$ cat config.mk
export PLATFORM = sky130hd
export DESIGN_NAME = approx_accum
export DESIGN_NICKNAME = d
export VERILOG_FILES = /design/src/rtl/approx_accum.sv
export SDC_FILE = /design/constraint.sdc
export NUM_CORES = 1
export LEC_CHECK = 0
export CAP_MARGIN = 20
export CORE_MARGIN = 1
export CORE_UTILIZATION = 60
export DETAILED_ROUTE_END_ITERATION = 12
export PLACE_DENSITY = 0.85
export SYNTH_ARGS = -nofsm -noshare
export SYNTH_HDL_FRONTEND = slang
export SYNTH_SLANG_ARGS = --single-unit
export TNS_END_PERCENT = 100
$ cat constraint.sdc
create_clock -name clk -period 21.9 [get_ports clk]
set_input_delay 2.19 -clock clk [delete_from_list [all_inputs] [get_ports clk]]
set_output_delay 2.19 -clock clk [all_outputs]
set_load 0.03 [all_outputs]
$ cat src/rtl/approx_accum.sv
// approx_accum: streaming signed accumulator with a runtime-selectable
// approximate adder on the low K bits. An exact shadow sum runs alongside
// and the peak |exact - approx| over the burst is tracked. One netlist can
// sweep every mode/K point.
//
// Ports:
//   clk, rst_n            clock, async active-low reset
//   cfg_mode/cfg_k/cfg_len  burst configuration, sampled on start in IDLE
//   start, busy           burst launch / RUN-or-DONE indicator
//   in_valid/in_ready/in_data   sample stream (signed BIT_WIDTH)
//   out_valid/out_ready   result handshake
//   out_acc, out_exact, out_err_max, out_count   burst results
module approx_accum #(
  parameter int BIT_WIDTH = 8,
  parameter int ACC_WIDTH = 16,
  parameter int K_MAX     = 5,
  parameter int LEN_WIDTH = 8,
  localparam int KW       = $clog2(K_MAX+1)
) (
  input  logic                 clk,
  input  logic                 rst_n,
  input  logic [2:0]           cfg_mode,
  input  logic [KW-1:0]        cfg_k,
  input  logic [LEN_WIDTH-1:0] cfg_len,
  input  logic                 start,
  output logic                 busy,
  input  logic                 in_valid,
  output logic                 in_ready,
  input  logic [BIT_WIDTH-1:0] in_data,
  output logic                 out_valid,
  input  logic                 out_ready,
  output logic [ACC_WIDTH-1:0] out_acc,
  output logic [ACC_WIDTH-1:0] out_exact,
  output logic [ACC_WIDTH-1:0] out_err_max,
  output logic [LEN_WIDTH-1:0] out_count
);

  typedef enum logic [1:0] {IDLE, RUN, DONE} state_t;

  typedef struct packed {
    logic [2:0]           mode;
    logic [KW-1:0]        k;
    logic [LEN_WIDTH-1:0] len;
  } cfg_t;

  state_t               state;
  cfg_t                 cfg_q;
  logic [ACC_WIDTH-1:0] acc, exact, err_max;
  logic [LEN_WIDTH-1:0] count;

  // ---------------- datapath ----------------
  logic [ACC_WIDTH-1:0] b_ext, lo_mask, p, g, eta, lo_val, hi_sum;
  logic [ACC_WIDTH-1:0] approx_nx, exact_nx, e, err_nx;
  logic [ACC_WIDTH:0]   d, mag;
  logic                 exact_mode, s;
  logic [KW-1:0]        k_eff;

  assign k_eff = (cfg_k > KW'(K_MAX)) ? KW'(K_MAX) : cfg_k;
  assign b_ext = {{(ACC_WIDTH-BIT_WIDTH){in_data[BIT_WIDTH-1]}}, in_data};
  assign p     = acc ^ b_ext;
  assign g     = acc & b_ext;

  always_comb begin
    lo_mask = '0;
    for (int i = 0; i < ACC_WIDTH; i++) lo_mask[i] = (i < int'(cfg_q.k));
  end

  // ETA1 chain from bit K-1 downward: once a generate is seen, every lower
  // bit is forced to 1.
  always_comb begin
    s   = 1'b0;
    eta = '0;
    for (int i = K_MAX-1; i >= 0; i--) begin
      if (i < int'(cfg_q.k)) begin
        if (i == int'(cfg_q.k) - 1) s = p[i];
        else                        s = s | g[i];
        eta[i] = s | p[i];
      end
    end
  end

  always_comb begin
    case (cfg_q.mode)
      3'd1:    lo_val = acc;
      3'd2:    lo_val = b_ext;
      3'd3:    lo_val = acc | b_ext;
      3'd5:    lo_val = '1;
      3'd6:    lo_val = eta;
      default: lo_val = '0;
    endcase
  end

  // Masking both operands removes any carry out of the low part.
  assign hi_sum     = (acc & ~lo_mask) + (b_ext & ~lo_mask);
  assign exact_mode = (cfg_q.k == '0) || (cfg_q.mode == 3'd0) || (cfg_q.mode == 3'd7);
  assign approx_nx  = exact_mode ? acc + b_ext : hi_sum | (lo_val & lo_mask);
  assign exact_nx   = exact + b_ext;

  assign d      = {exact_nx[ACC_WIDTH-1], exact_nx} - {approx_nx[ACC_WIDTH-1], approx_nx};
  assign mag    = d[ACC_WIDTH] ? -d : d;
  assign e      = mag[ACC_WIDTH] ? '1 : mag[ACC_WIDTH-1:0];
  assign err_nx = (e > err_max) ? e : err_max;

  // ---------------- control ----------------
  always_ff @(posedge clk or negedge rst_n) begin
    if (!rst_n) begin
      state     <= IDLE;
      cfg_q     <= '0;
      acc       <= '0;
      exact     <= '0;
      err_max   <= '0;
      count     <= '0;
      busy      <= 1'b0;
      in_ready  <= 1'b0;
      out_valid <= 1'b0;
    end else begin
      case (state)
        IDLE: if (start) begin
          cfg_q   <= '{mode: cfg_mode, k: k_eff, len: cfg_len};
          acc     <= '0;
          exact   <= '0;
          err_max <= '0;
          count   <= '0;
          busy    <= 1'b1;
          if (cfg_len == '0) begin
            state     <= DONE;
            out_valid <= 1'b1;
          end else begin
            state    <= RUN;
            in_ready <= 1'b1;
          end
        end
        RUN: if (in_valid) begin
          acc     <= approx_nx;
          exact   <= exact_nx;
          err_max <= err_nx;
          count   <= count + LEN_WIDTH'(1);
          if (count + LEN_WIDTH'(1) == cfg_q.len) begin
            state     <= DONE;
            in_ready  <= 1'b0;
            out_valid <= 1'b1;
          end
        end
        DONE: if (out_ready) begin
          state     <= IDLE;
          busy      <= 1'b0;
          out_valid <= 1'b0;
        end
        default: state <= IDLE;
      endcase
    end
  end

  assign out_acc     = acc;
  assign out_exact   = exact;
  assign out_err_max = err_max;
  assign out_count   = count;

endmodule

==> results.md <==
- Result of the run: complete, but fails checks
- Failing checks: design-rule violations
- Gr usage total: 31.3%
- Post-synth EDFFs: 0
- Mapped Cells: 876
- Unique masters post-synth: a little under 70
- R2R Path Start: cfg_q[9]$_DFFE_PN0P_
- HPWL after detailed placement: approximately 14000 um
- Layout cells sized above 1: under 10%
- Starting Density: between 60 and 70%
- Crit start category: input port
- Clk buf depth: 2
- Vias/cell: 6.24
- Number of diodes: 0
- Largest net degree at the start of global routing: 76
- Dpl cell area: 8100 sq um
- Multi-input logic area: between 4000 and 5000 sq um
- Synth Flop Type: dfrtp_1
- CTS tree: built
- Die area: around 12000 sq um
- Crit Path Class: input port to flip-flop
- Worst-path clk slew: ~70 ps
- Crit path largest cell delay: between 700 and 800 ps
- First-pass GRT wire length: 31300 um
- P&R area growth vs syn: 16.9%
- Vias: 6810
- GR Overflow Total: 0
- Flop2flop setup slack: approximately 13000 ps
- Setup_tns: 0 ps
- Flop and latch count out of synthesis: 75
- Fmax: between 0.09 and 0.1 GHz
- Per-cell routed wire length: between 15 and 20 um
- Worst slew pin tran: 1030 ps
- Setup repair bufs after CTS: 0
- Critical Path AT: between 10000 and 15000 ps
- CP endpoint kind: flip-flop
- Worst setup skew after layout: 11.9 ps
- Skew-Pair Late Insertion Delay: about 360 ps
- Worst Hold Launch: busy$_DFFE_PN0P_
- CORE AREA: around 12000 sq um
- Hold Crit Class: flip-flop to flip-flop
- Inserted Clock Buffers: 9
- Hold Buf Count CTS: 0
- Boundary Pins: 86
- R2r endpoint: out_err_max[14]$_DFFE_PN0P_
- Synthesized Nets: between 900 and 1k
- Top-area cell type share of the netlist area: a little over a quarter
- Post-DRT Antenna Nets: 0
- YS warnings: 0
- Clock Sinks: 75
- TritonRoute pass-1 iters: 10
- # setup viols final: 0
- Post-CTS sizing: 0
- Register-to-Register Path Depth: 31
- Min Tclk post-route: ~10000 ps
- Period utilisation layout: between 40% and 50%
- Final number of max-transition violations: 0
- Synthesized area: roughly 7200 sq um
- Root Buffer: clkbuf_16
- Top post-synthesis cells by area: dfrtp_1, ha_1, o21ai_0
- Most frequent cells in the layout: nand2_1, clkdlybuf4s50_1, ha_1
- Leading area contributor after synthesis: dfrtp_1
- Final Net Count: approximately 1.1k
- Cells on Worst Hold Path: 2
- H-Tree Depth: 3
- Critical Path Fanout Max: 18
- Design Area, Final: 8400 sq um
- RSZ-0062 raised after global routing: false
- Initial DRC Count: roughly 530
- Hold Fails Final Rpt: 0
- Register area share after synthesis: a little over a quarter
- Post-synthesis async set-or-reset flop share: between 90% and 100%
- Row count: 39
- DRC: 10
- Most common cell after layout, fill and taps aside: nand2_1
- Die H: ~110 um
- WP data required: 22200 ps
- Final-layout fill cell count: between 800 and 900
- Hold path endpoint: busy$_DFFE_PN0P_
- Die W: between 100 and 150 um
- Total of max-cap violations: 0
- Final WL: approximately 19000 um
- Initial antenna violation count: 0
- PortBufs: 85
- Slowest CP cell: nor2_1
- Mean Syn Cell Area: a little over 8 sq um
- Reg area: approximately 1900 sq um
- Number of global-route vias before repair: 6559
- GPL Wtd Cong: roughly 0.98
- Slew HR: roughly 31%
[area by class of cell]
type | count | share of cell area (%)
multi-input cells | 722 | 59.5
inverters | 48 | 2.15
flip-flops and latches | 75 | 22.4
clock inverters | 6 | 0.849
well taps | 143 | 2.13
repair buffers | 87 | 10.3
clock buffers | 10 | 2.73
[flip-flops by register name (all words and copies together), names as in the netlist]
| signal | count |
|---|---|
| busy | 1 |
| cfg_q | 14 |
| in_ready | 1 |
| out_acc | 16 |
| out_count | 8 |
| out_err_max | 16 |
| out_exact | 16 |
| out_valid | 1 |
| state | 2 |
[critical path, delay by kind of cell]
kind / cells / cell delay, ps
AO/OA/AOI/OAI: 15 / 3820
adder cells (fa/ha/maj): 4 / 1200
AND/OR/NAND/NOR: 9 / 2570
XOR/XNOR: 1 / 210
buffers and inverters: 1 / 490
[cell usage after synthesis, types with 3 or more instances]
cell,count
a211o_1,3
a211oi_1,12
a21o_1,15
a21oi_1,53
a22o_1,28
a31o_2,5
a31oi_1,7
a32o_1,4
a41oi_1,3
and2_1,19
and3_1,6
buf_2,8
clkbuf_1,18
dfrtp_1,75
fa_1,4
ha_1,80
inv_1,48
mux2_2,13
mux2i_1,4
nand2_1,93
nand2b_1,11
nand3_1,22
nand3b_1,4
nand4_1,6
nor2_1,78
nor2b_1,7
nor3_1,24
nor4_1,3
o2111ai_1,4
o211ai_1,6
o21a_1,8
o21ai_0,75
o21bai_1,6
o22ai_1,7
o31ai_1,11
or3_1,8
xnor2_1,29
xor2_1,28
[cell families after synthesis]
logic type	after synthesis	synth area share [%]
xor gates and xnor gates	57	6.95
DFF	75	26.1
buffers and inverters	79	4.48
and+or+nand+nor	290	19.0
AOI/OAI and AO/OA	274	25.8
muxes	17	2.60
adders and majority gates	84	15.0
[through the flow]
stage          hold slack (ps)  util, %  setup slack [ps]  cells
6_report                   514     72.6             11700   1091
5_1_grt                    553     72.6             11050   1091
4_1_cts                    523     72.6             11750   1091
3_5_place_dp               505     70.0             11440   1075
3_3_place_gp               497     70.0             11730   1075
2_1_floorplan              500        -             13680    876
[worst max-delay path by stage]
stage / startpoint / to / slack, ps / depth (start not counted)
6_report: in_data[0] / out_err_max[14]$_DFFE_PN0P_ / 11700 / 30
5_1_grt: in_data[1] / out_err_max[14]$_DFFE_PN0P_ / 11050 / 29
4_1_cts: in_data[0] / out_err_max[14]$_DFFE_PN0P_ / 11750 / 30
3_5_place_dp: in_data[0] / out_err_max[14]$_DFFE_PN0P_ / 11440 / 30
3_3_place_gp: in_data[0] / out_err_max[12]$_DFFE_PN0P_ / 11730 / 30
2_1_floorplan: in_data[0] / out_err_max[10]$_DFFE_PN0P_ / 13680 / 34
[metal layers]
metal | wire length, um | global-route usage (%)
met1 | 8030 | 40.6
met2 | 8560 | 50.3
met3 | 1610 | 8.82
met4 | 389 | 10.4
met5 | 0 | 0
Power is left out: the tool's default activity adds up to more than one toggle a clock period on the data nets, which glitch-free logic cannot reach.
